**src/rtl/fp32_mul_feeder_pkg.sv**
```systemverilog
// Shared FP32 field constants, class-flag indices and the result classifier
// used by the multiplier feeder and its operand FIFO.
package fp32_mul_feeder_pkg;

  localparam int unsigned FP_W     = 32;
  localparam int unsigned EXP_MSB  = 30;
  localparam int unsigned EXP_LSB  = 23;
  localparam int unsigned FRAC_MSB = 22;
  localparam logic [7:0]  EXP_ALL1 = 8'hFF;

  localparam int unsigned FLG_W    = 4;
  localparam int unsigned FLG_NAN  = 3;
  localparam int unsigned FLG_INF  = 2;
  localparam int unsigned FLG_ZERO = 1;
  localparam int unsigned FLG_DEN  = 0;

  typedef struct packed {
    logic [FP_W-1:0] a;
    logic [FP_W-1:0] b;
  } fp_pair_t;

  typedef enum logic {
    S_EMPTY = 1'b0,
    S_FULL  = 1'b1
  } out_state_t;

  // IEEE-754 class of a single-precision value; normal numbers give all zeros
  function automatic logic [FLG_W-1:0] classify(input logic [FP_W-1:0] x);
    logic [EXP_MSB-EXP_LSB:0] e;
    logic [FRAC_MSB:0]        f;
    logic [FLG_W-1:0]         fl;
    e            = x[EXP_MSB:EXP_LSB];
    f            = x[FRAC_MSB:0];
    fl           = '0;
    fl[FLG_NAN]  = (e == EXP_ALL1) && (f != '0);
    fl[FLG_INF]  = (e == EXP_ALL1) && (f == '0);
    fl[FLG_ZERO] = (e == '0) && (f == '0);
    fl[FLG_DEN]  = (e == '0) && (f != '0);
    return fl;
  endfunction

endpackage

```
**src/rtl/fp32_pair_fifo.sv**
```systemverilog
// Operand-pair FIFO: DEPTH entries of {a, b, tag}, power-of-two wrapping
// pointers with a separate occupancy count; head reads as zero when empty.
module fp32_pair_fifo
  import fp32_mul_feeder_pkg::*;
#(
  parameter int unsigned DEPTH = 4,
  parameter int unsigned TAG_W = 4
) (
  input  logic                     clk,
  input  logic                     rst_n,
  input  logic                     push,
  input  logic                     pop,
  input  fp_pair_t                 wr_pair,
  input  logic [TAG_W-1:0]         wr_tag,
  output fp_pair_t                 rd_pair,
  output logic [TAG_W-1:0]         rd_tag,
  output logic                     full,
  output logic                     empty,
  output logic [$clog2(DEPTH):0]   count
);

  localparam int unsigned PTR_W = $clog2(DEPTH);
  localparam int unsigned CNT_W = PTR_W + 1;

  fp_pair_t           pair_mem [DEPTH];
  logic [TAG_W-1:0]   tag_mem  [DEPTH];
  logic [PTR_W-1:0]   wr_ptr;
  logic [PTR_W-1:0]   rd_ptr;
  logic               do_push;
  logic               do_pop;

  assign full    = (count == CNT_W'(DEPTH));
  assign empty   = (count == '0);
  assign do_push = push && !full;
  assign do_pop  = pop && !empty;

  assign rd_pair = empty ? '0 : pair_mem[rd_ptr];
  assign rd_tag  = empty ? '0 : tag_mem[rd_ptr];

  // Storage carries no reset; validity is tracked by count alone
  always_ff @(posedge clk) begin
    if (do_push) begin
      pair_mem[wr_ptr] <= wr_pair;
      tag_mem[wr_ptr]  <= wr_tag;
    end
  end

  always_ff @(posedge clk or negedge rst_n) begin
    if (!rst_n) begin
      wr_ptr <= '0;
      rd_ptr <= '0;
      count  <= '0;
    end else begin
      if (do_push) wr_ptr <= wr_ptr + PTR_W'(1);
      if (do_pop)  rd_ptr <= rd_ptr + PTR_W'(1);
      case ({do_push, do_pop})
        2'b10:   count <= count + CNT_W'(1);
        2'b01:   count <= count - CNT_W'(1);
        default: count <= count;
      endcase
    end
  end

endmodule

```
**src/rtl/fp32_mul_feeder.sv**
```systemverilog
// Streaming front end for a combinational FP32 multiplier: buffers operand
// pairs, drives the head pair out and registers each product with tag and class.
module fp32_mul_feeder
  import fp32_mul_feeder_pkg::*;
#(
  parameter int unsigned DEPTH = 4,
  parameter int unsigned TAG_W = 4
) (
  input  logic                     clk,
  input  logic                     rst_n,
  input  logic                     in_valid,
  output logic                     in_ready,
  input  logic [31:0]              in_a,
  input  logic [31:0]              in_b,
  input  logic [TAG_W-1:0]         in_tag,
  output logic [31:0]              mul_a,
  output logic [31:0]              mul_b,
  input  logic [31:0]              mul_result,
  output logic                     out_valid,
  input  logic                     out_ready,
  output logic [31:0]              out_result,
  output logic [TAG_W-1:0]         out_tag,
  output logic [3:0]               out_flags,
  output logic [3:0]               sticky_flags,
  input  logic                     clr_flags,
  output logic [$clog2(DEPTH):0]   count
);

  out_state_t         state_q;
  out_state_t         state_d;
  logic               load;
  logic               push;
  logic               fifo_full;
  logic               fifo_empty;
  fp_pair_t           head_pair;
  logic [TAG_W-1:0]   head_tag;
  logic [FLG_W-1:0]   res_flags;
  logic [FLG_W-1:0]   sticky_d;

  assign in_ready  = !fifo_full;
  assign push      = in_valid && !fifo_full;
  assign mul_a     = head_pair.a;
  assign mul_b     = head_pair.b;
  assign res_flags = classify(mul_result);

  fp32_pair_fifo #(
    .DEPTH (DEPTH),
    .TAG_W (TAG_W)
  ) u_fifo (
    .clk     (clk),
    .rst_n   (rst_n),
    .push    (push),
    .pop     (load),
    .wr_pair ('{a: in_a, b: in_b}),
    .wr_tag  (in_tag),
    .rd_pair (head_pair),
    .rd_tag  (head_tag),
    .full    (fifo_full),
    .empty   (fifo_empty),
    .count   (count)
  );

  // Output-register FSM: load whenever a pair waits and the slot is free or draining
  always_comb begin
    state_d  = state_q;
    load     = 1'b0;
    sticky_d = clr_flags ? '0 : sticky_flags;
    case (state_q)
      S_EMPTY: begin
        load = !fifo_empty;
        if (load) state_d = S_FULL;
      end
      S_FULL: begin
        load = !fifo_empty && out_ready;
        if (load)           state_d = S_FULL;
        else if (out_ready) state_d = S_EMPTY;
      end
      default: state_d = S_EMPTY;
    endcase
    if (load) sticky_d = sticky_d | res_flags;
  end

  always_ff @(posedge clk or negedge rst_n) begin
    if (!rst_n) begin
      state_q      <= S_EMPTY;
      out_valid    <= 1'b0;
      out_result   <= '0;
      out_tag      <= '0;
      out_flags    <= '0;
      sticky_flags <= '0;
    end else begin
      state_q      <= state_d;
      out_valid    <= (state_d == S_FULL);
      sticky_flags <= sticky_d;
      if (load) begin
        out_result <= mul_result;
        out_tag    <= head_tag;
        out_flags  <= res_flags;
      end
    end
  end

endmodule

```
**config.mk**
```make
export PLATFORM = sky130hd
export DESIGN_NAME = fp32_mul_feeder
export DESIGN_NICKNAME = d
export VERILOG_FILES = /design/src/rtl/fp32_mul_feeder_pkg.sv /design/src/rtl/fp32_pair_fifo.sv /design/src/rtl/fp32_mul_feeder.sv
export SDC_FILE = /design/constraint.sdc
export NUM_CORES = 1
export LEC_CHECK = 0
export CORE_ASPECT_RATIO = 1.25
export CORE_UTILIZATION = 57
export CTS_CLUSTER_DIAMETER = 40
export DETAILED_ROUTE_END_ITERATION = 10
export GPL_TIMING_DRIVEN = 1
export PLACE_DENSITY = 0.93
export RECOVER_POWER = 100
export SLEW_MARGIN = 20
export SYNTH_ARGS = -nofsm -noshare
export SYNTH_HDL_FRONTEND = slang
export SYNTH_HIERARCHICAL = 1
export SYNTH_SLANG_ARGS = --single-unit
```
**constraint.sdc**
```tcl
create_clock -name clk -period 5.68 [get_ports clk]
set_input_delay 1.704 -clock clk [delete_from_list [all_inputs] [get_ports clk]]
set_output_delay 1.704 -clock clk [all_outputs]
set_load 0.01 [all_outputs]
```
# [Word level (Yosys, flattened, before mapping)]
# Memories as Yosys holds them, arrays and structs flattened. A register that Yosys moved wholly into a read port is not among the register bits.
# Index checks and enable logic that the tools add are counted.
[classes] bitwise=2 n_mux=11 eq_ne=4 addsub=4 reduce_logical=16
[ops] op="$mux W64" n=1
[ops] op="$logic_not A23 Y1" n=1
[ops] op="$reduce_bool A23 Y1" n=1
[ops] op="$eq A8 B8 Y1 const B" n=1
[ops] op="$logic_and A1 B1 Y1" n=8
[ops] op="$logic_not A8 Y1" n=1
[ops] op="$mux W4" n=2
[ops] op="$pmux W3 S2" n=1
[ops] op="$mux W1" n=5
[ops] op="$add A2 B1 Y2 const B" n=2
[ops] op="$or A4 B4 Y4" n=1
[ops] op="$pmux W1 S2" n=2
[ops] op="$add A3 B1 Y3 const B" n=1
[ops] op="$eq A3 B3 Y1 const B" n=1
[ops] op="$logic_not A1 Y1" n=3
[ops] op="$logic_not A3 Y1" n=1
[ops] op="$sub A3 B1 Y3 const B" n=1
[ops] op="$eq A2 B1 Y1 const B" n=1
[ops] op="$eq A2 B2 Y1 const B" n=1
[ops] op="$reduce_bool A2 Y1" n=1
[ops] op="$not A1 Y1" n=1
[word_totals] output_inout_bits=113 memories=2 ramBits=272 inputBits=105 register_bits=48 elab_cells=46
[mem_list] memory="u_fifo.pair_mem" depth=4 word_bits=64 read_ports=1 rd_clocked_by_memory_dff=0 wr=1 line="fp32_pair_fifo.sv:25" rtl="fp_pair_t pair_mem [DEPTH];"
[mem_list] memory="u_fifo.tag_mem" depth=4 word_bits=4 read_ports=1 rd_clocked_by_memory_dff=1 wr=1 line="fp32_pair_fifo.sv:26" rtl="logic [TAG_W-1:0] tag_mem [DEPTH];"

# [Longest topological paths before layout]
# Gate-level depths: netlist of the first run.
[logic_depth] ltp_word=7 ltp_mapped=15

# [Modules after synthesis]
# The synthesis of the first run kept the hierarchy.
[modules_own_cells] mod="fp32_pair_fifo" n_inst=1 area_each_um2=10769.1 seq_area_each_um2=8343.0 cells_each=470
[modules_own_cells] mod="fp32_mul_feeder" n_inst=1 area_each_um2=1786.7 seq_area_each_um2=1126.1 cells_each=195

# [Worst setup path after synthesis of the first run]
# Ideal clock, no wire load.
[synth_timing] path_type="in2reg" start="input in_valid" end="memory u_fifo/pair_mem[0][0] (netlist name) (enable)" path_slack_ns=1.470 t_required_ns=5.247 path_stages=3 arrival_ns=3.776 setup_ns=0.433 path_cell_list="nor2b_1 -> nor2b_1 -> and2_1"
[synth_between] elab_chain_cells=4
[synth_rtl] item="start, declared" line="fp32_mul_feeder.sv:11" rtl="input logic in_valid,"
[synth_rtl] item="$logic_and A1 B1 Y1" line="fp32_mul_feeder.sv:41" rtl="assign push = in_valid && !fifo_full;"
[synth_rtl] item="$logic_and A1 B1 Y1" line="fp32_pair_fifo.sv:34" rtl="assign do_push = push && !full;"
[synth_rtl] item="$mux W1" line="fp32_pair_fifo.sv:42" rtl="if (do_push) begin"
[synth_rtl] item="$mux W1 (implied by the code)" line="fp32_pair_fifo.sv:43" rtl="pair_mem[wr_ptr] <= wr_pair;"
[synth_rtl] item="end, declared" line="fp32_pair_fifo.sv:25"
# Every way passes these cells.

# [Worst setup path after layout of the first run]
[layout_timing] start="register u_fifo.rd_ptr[1]" end="output mul_a[12]"
[layout_between] elab_chain_cells=2
[layout_rtl] item="start, declared" line="fp32_pair_fifo.sv:28" rtl="logic [PTR_W-1:0] rd_ptr;"
[layout_rtl] item="start signal, assigned" line="fp32_pair_fifo.sv:55" rtl="if (do_pop) rd_ptr <= rd_ptr + PTR_W'(1);"
[layout_rtl] item="$mem_v2 Z4 W64"
[layout_rtl] item="$mux W64" line="fp32_pair_fifo.sv:37" rtl="assign rd_pair = empty ? '0 : pair_mem[rd_ptr];"
[layout_rtl] item="end, declared" line="fp32_mul_feeder.sv:16" rtl="output logic [31:0] mul_a,"
# Every way passes these cells.

==> metrics.md, run 1 <==
| Metric | Value |
|---|---|
| Max_slew headroom | `-0.809` |
| CTS root buf | `clkbuf_16` |
| Die width | `135 um` |
| Fin crit share | `0.889` |
| H-tree depth | `2` |
| GRT Total Usage | `0.227` |
| CTS tree | `yes` |
| Commonest non-fill, non-tap cells in the layout | `edfxtp_1, dlygate4sd3_1, nand2_1` |
| Violated checks | `max-capacitance violations, max-slew violations` |
| Final hold viol count | `0` |
| Area of the die | `22600 um^2` |
| Leakage Power | `5.72 nW` |
| Row count | `60` |
| Synth Register Bits | `324` |
| Maximum fanout along the worst path | `69` |
| Clock skew | `0.0287 ns` |
| Max cap viols | `7` |
| WL/cell | `20.9 um` |
| Post-CTS setup buffers | `0` |
| Worst-path cell chain | `mux4_2 > and2_1 > dlygate4sd3_1` |
| Most common cell after layout, fill and taps aside | `edfxtp_1` |
| Final worst slack | `0.628 ns` |
| Final setup violation count | `0` |
| CTS Sinks | `324` |
| Seq/Total Area, Yosys | `0.754` |
| Area of placed instances | `14900 um^2` |
| Layout area overhead | `26.7%` |
| Critical path data required time | `3.98 ns` |
| Synth unique cells | `34` |
| CTS resizes | `0` |
| Power per standard cell area | `525 nW/um^2` |
| Synthesized Nets | `776` |
| Area of the multi-input gates | `2780 um^2` |
| Layout Cell Area excl Fill | `15900 um^2` |
| Final GP Congestion | `0.831` |
| CP peak stage delay | `1.50 ns` |
| Grt total ovfl | `0` |
| Clk_lat worst skew | `0.51 ns` |
| # IOs | `218` |
| Status | `finished, violations left` |
| Slew Limit Fails | `441` |
| Startpoint types | `flop` |
| Initial antenna violation count | `9` |
| DR pass1 iterations | `6` |
| Synth Instances | `665` |
| Largest net degree at the start of global routing | `70` |
| Synth Warn # | `6` |
| Antenna Violating Nets Remaining | `0` |
| Cts hold-fix bufs | `0` |
| Tightest Pin Transition | `2.71 ns` |
| DRT Wirelength | `25000 um` |
| Die height | `168 um` |
| Drt drc | `0` |
| Share of cells above drive strength 1 | `0.147` |
| Syn Area/Cell | `18.9 um^2` |
| Fillers | `1270` |
| Final worst path period need | `5.05 ns` |
| Number of global-route vias before repair | `6981` |
| Seq. cell area | `9470 um^2` |
| Core area | `21500 um^2` |
| Setup WS pre-CTS | `1.39 ns` |
| Crit path kind | `flop to output port` |
| CP arrival | `3.35 ns` |
| RSZ-0062 raised after global routing | `false` |
| Mapped Area | `12600 um^2` |
| Worst setup EP type | `output port` |
| Highest Clock Rate | `0.198 GHz` |
| Clk pin slew, worst setup/hold paths | `0.06 ns` |
| Final net count | `1001` |
| TNS Setup | `0 ns` |
| Starting DRC count in detailed routing | `334` |
| First-pass GRT wire length | `38200 um` |
| CTS Buf Count | `34` |
| Max IR drop VDD | `407 uV` |
| Vias/cell | `5.57` |
| Starting density of the core | `0.583` |
| Hold WC Path Type | `flop to flop` |
| Via count | `6663` |
| I/O Buffers | `217` |
| Clock buffer depth | `3` |
| Hpwl dp | `15100 um` |
| Critical path's slowest cell | `dfrtp_2` |
worst max-delay path, delay by kind of cell (launching register included):
| kind | cells | cell delay [ns] |
|---|---|---|
| DFF | 1 | 1.50 |
| buffers and inverters | 1 | 0.60 |
| muxes | 1 | 0.50 |
| and+or+nand+nor | 1 | 0.18 |
layout make-up:
class,count,area share
inverters,10,0.00236
repair buffers,222,0.139
flip-flops and latches,324,0.596
multi-input cells,298,0.175
diodes,7,0.00110
clock inverters,17,0.00724
well taps,279,0.0219
clock buffers,40,0.0582
routing by layer:
metal | share of wire | global-route usage
met1 | 0.37 | 0.272
met2 | 0.54 | 0.402
met5 | 0.00092 | 0
met3 | 0.070 | 0.0554
met4 | 0.022 | 0.0747
flip-flops by register name, summed over array words and instances (netlist names):
register / count
u_fifo/wr_ptr: 2
u_fifo/pair_mem: 256
sticky_flags: 4
u_fifo/count: 3
u_fifo/tag_mem: 16
u_fifo/rd_ptr: 2
out_flags: 4
out_result: 32
out_tag: 4
state_q: 1
per-stage QoR:
step / total power [W] / util / hold WS (ns) / instances
finish: 0.00836 / 0.738 / 0.466 / 1197
global route: 0.00876 / 0.738 / 0.496 / 1195
CTS: 0.00865 / 0.738 / 0.475 / 1190
detailed placement: 0.00659 / 0.690 / 0.461 / 1133
global placement: 0.00650 / 0.690 / 0.456 / 1133
floorplan: 0.00521 / - / 0.511 / 665
final timing paths:
check	from	endpoint	slack [ns]	cells after the start
max in group asynchronous	rst_n	u_fifo/rd_ptr[0]	1.59	2
min in group asynchronous	rst_n	sticky_flags[0]	2.16	2
worst max register to register	u_fifo/count[0]	u_fifo/count[2]	1.94	11
worst min-delay path	out_tag[2]	out_tag[2]	0.47	2
worst min register to register	out_tag[2]	out_tag[2]	0.47	2
worst max-delay path	u_fifo/rd_ptr[1]	mul_a[12]	0.63	3
synth_stat cells:
cell       instances  share of area
clkbuf_1           7         0.0021
nor2b_1            2         0.0010
xor2_1             3         0.0021
o21ai_1            2        0.00080
nor3_1             1        0.00040
clkbuf_2           1        0.00040
ha_1               5         0.0050
inv_2              1        0.00030
buf_2             15         0.0060
edfxtp_1         272           0.65
a22o_1             4         0.0028
o2bb2ai_1          2         0.0014
nor4_2             1         0.0010
nor3_2             1        0.00080
buf_4              2         0.0012
nand2b_1           2         0.0010
and2_1            73          0.036
mux2i_1            1        0.00080
xnor2_1            3         0.0021
or3_1              1        0.00050
dfrtp_1           52           0.10
fa_1               1         0.0016
nand4_1            3         0.0015
buf_12             7          0.011
buf_6              1        0.00090
nor2_1             2        0.00060
nand2_1          112          0.033
inv_1              9         0.0027
nor3b_1            1        0.00060
mux2_2             1        0.00090
mux4_2            68           0.12
nand3_1            2        0.00080
nor4_1             6         0.0030
or2_4              1        0.00070
cells by family after synthesis:
kind of cell	count (synthesis)	synth area share
flops	324	0.754
simple gates	208	0.0817
mux	70	0.124
buf+inv	43	0.0247
compound gates	8	0.00498
xor+xnor	6	0.00419
fa+ha+maj	6	0.00658
report_power, final:
group | switching [W] | internal (W)
clock network | 0.000867 | 0.00118
registers | 0.000322 | 0.00319
logic | 0.00129 | 0.00151
total | 0.00248 | 0.00588
(Power assumes the default switching activity.)
==> run 2, diff against run 1 <==
--- a/config.mk
+++ b/config.mk
@@ -9,7 +9,7 @@
 export CORE_UTILIZATION = 57
 export CTS_CLUSTER_DIAMETER = 40
 export DETAILED_ROUTE_END_ITERATION = 10
-export GPL_TIMING_DRIVEN = 1
+export GPL_TIMING_DRIVEN = 0
 export PLACE_DENSITY = 0.93
 export RECOVER_POWER = 100
 export SLEW_MARGIN = 20
==> run 2 against run 1 <==
  * The run still ends with max-capacitance violations, max-slew violations left
  * Critical path depth up 2
  * Sequential power is 5% lower
  * Global-route usage rose by 1.5 points
  * Highest routed layer unchanged
  * Design area is 1.5% higher
  * Sequential share of layout area shrank 0.94 points
  * Clock power hardly changed
  * Power increased by 3.2%
  * Via count increased by 3.4%
  * Non-clock buffer count rose by 32
  * Register-to-register slack got worse by 0.06 ns
  * Wire length increased by 6.4%
  * Critical endpoint is now u_fifo/pair_mem[2][10]
==> metrics.md, run 2 (same netlist as run 1, synthesis figures left out) <==
| Metric | Value |
|---|---|
| Fin crit share | `0.847 (-0.0427)` |
| CTS Buf Count | `31 (-8.8%)` |
| Critical path's slowest cell | `dlymetal6s4s_1` |
| Max reg flops | `256 (unchanged)` |
| CP arrival | `4.93 ns (+1.58 ns)` |
| I/O Buffers | `217 (unchanged)` |
| Largest net degree at the start of global routing | `53 (-24%)` |
| CTS tree | `yes` |
| CTS root buf | `clkbuf_16` |
| DRT Wirelength | `26600 um (+6.4%)` |
| Leakage Power | `5.78 nW (+1.2%)` |
| Grt total ovfl | `0 (unchanged)` |
| GRT Total Usage | `0.242 (+0.0147)` |
| Initial antenna violation count | `5 (-4)` |
| Most common cell after layout, fill and taps aside | `edfxtp_1` |
| Worst path top cell family by delay | `buffers and inverters` |
| Hold WC Path Type | `flop to flop` |
| Violated checks | `max-capacitance violations, max-slew violations` |
| Hpwl dp | `17600 um (+17%)` |
| Commonest non-fill, non-tap cells in the layout | `edfxtp_1, dlygate4sd3_1, nand2_1` |
| Highest Clock Rate | `0.208 GHz (+5.0%)` |
| RSZ-0062 raised after global routing | `false` |
| # IOs | `218 (unchanged)` |
| Cts hold-fix bufs | `0 (unchanged)` |
| Setup WS pre-CTS | `1.55 ns (+0.155 ns)` |
| Final hold viol count | `0 (unchanged)` |
| Final worst path period need | `4.81 ns (-0.242 ns)` |
| DR pass1 iterations | `5 (-1)` |
| Worst setup EP type | `flop` |
| Worst-path cell chain | `dlygate4sd3_1 > nor2b_1 > nor2b_1 > and2_4 > dlymetal6s4s_1` |
| Maximum fanout along the worst path | `36 (-48%)` |
| CTS Sinks | `324 (unchanged)` |
| Clk pin slew, worst setup/hold paths | `0.06 ns (about the same)` |
| Max IR drop VDD | `325 uV (-20%)` |
| First-pass GRT wire length | `40500 um (+5.9%)` |
| Row count | `60 (unchanged)` |
| Final worst slack | `0.870 ns (+0.242 ns)` |
| Power per standard cell area | `534 nW/um^2 (+1.6%)` |
| Slew Limit Fails | `191 (-57%)` |
| Status | `finished, violations left` |
| Area of the die | `22600 um^2 (unchanged)` |
| Starting DRC count in detailed routing | `289 (-13%)` |
| CP peak stage delay | `1.52 ns (+0.02 ns)` |
| Layout Cell Area excl Fill | `16200 um^2 (+1.5%)` |
| Starting density of the core | `0.583 (unchanged)` |
| Final total power | `0.00863 W (+3.2%)` |
| Most used cell, CP | `nor2b_1` |
| H-tree depth | `1 (-1)` |
| Critical path data required time | `5.80 ns (+1.82 ns)` |
| Startpoint types | `input port` |
| Share of cells above drive strength 1 | `0.141 (-0.00560)` |
| Layout area overhead | `28.6%` |
| Crit path kind | `input port to flop` |
| Drt drc | `0 (unchanged)` |
| Die height | `168 um (unchanged)` |
| Vias/cell | `5.63 (+1.1%)` |
| Final net count | `1030 (+2.9%)` |
| Largest regs | `u_fifo/pair_mem: 256 flops, out_result: 32 flops, u_fifo/tag_mem: 16 flops` |
| FF-to-FF setup slack | `1.88 ns (-0.06 ns)` |
| Final GP Congestion | `0.905 (+9.0%)` |
| WL/cell | `21.8 um (+4.1%)` |
| Post-CTS setup buffers | `0 (unchanged)` |
| Largest Register | `u_fifo/pair_mem` |
| Max cap viols | `5 (-2)` |
| Die width | `135 um (unchanged)` |
| Max_slew headroom | `-0.847 (-0.0376)` |
| Tightest Pin Transition | `2.77 ns (+0.0563 ns)` |
| Core area | `21500 um^2 (unchanged)` |
| Number of global-route vias before repair | `7294 (+4.5%)` |
| CTS resizes | `0 (unchanged)` |
| Antenna Violating Nets Remaining | `0 (unchanged)` |
| Final setup violation count | `0 (unchanged)` |
| Via count | `6889 (+3.4%)` |
| Worst path buffer plus inverter count | `2 (+1)` |
| Area of placed instances | `15200 um^2 (+2.0%)` |
| Clock buffer depth | `3 (unchanged)` |
| Clock skew | `0.00737 ns (-0.0213 ns)` |
| Clk_lat worst skew | `0.53 ns (+0.02 ns)` |
| Fillers | `1253 (-1.3%)` |
-- run 2: final timing paths --
path,start,endpoint,cells past startpoint
worst max-delay path,in_valid,u_fifo/pair_mem[2][10],5
worst min-delay path,out_result[5],out_result[5],2
worst max register to register,u_fifo/count[0],u_fifo/count[2],15
worst min register to register,out_result[5],out_result[5],2
max in group asynchronous,rst_n,u_fifo/rd_ptr[0],1
min in group asynchronous,rst_n,out_result[31],1
-- run 2: worst min-delay path: cells and delay by family (launching register included) --
family        cells  cell delay [ns]
simple gates      2             0.11
flops             1             0.34
-- run 2: layout make-up --
type                    instances  area (um^2)  area share
well taps                     279          349      0.0216
diodes                          5         12.5    0.000775
plain buffers                  33          258      0.0160
clock buffers                  34          787      0.0487
flip-flops and latches        324         9470       0.586
repair buffers                221         2240       0.139
inverters                      10         37.5     0.00232
clock inverters                20          224      0.0139
multi-input cells             298         2780       0.172
-- run 2: metrics by stage --
step,std cells,setup TNS (ns),utilization,hold WS (ns)
2_1_floorplan,665,0,-,0.511
3_3_place_gp,1161,-63.30,0.700,0.456
3_5_place_dp,1165,0,0.704,0.462
4_1_cts,1219,0,0.751,0.477
5_1_grt,1222,0,0.749,0.499
6_report,1224,0,0.750,0.471
-- run 2: power by group --
part	switching [W]	internal (W)	leakage, nW
clock network	0.000804	0.00122	0.491
registers	0.000162	0.00318	3.13
logic	0.00157	0.00170	2.17
total	0.00253	0.00610	5.78
-- run 2: per-layer routing --
| metal | vias to the layer above | share of wire | GRT usage |
|---|---|---|---|
| met5 | - | 0.00064 | 0 |
| met3 | 52 | 0.079 | 0.0521 |
| met2 | 318 | 0.55 | 0.442 |
| met4 | 2 | 0.026 | 0.0835 |
| met1 | 3475 | 0.35 | 0.279 |
| li1 | 3042 | - | - |
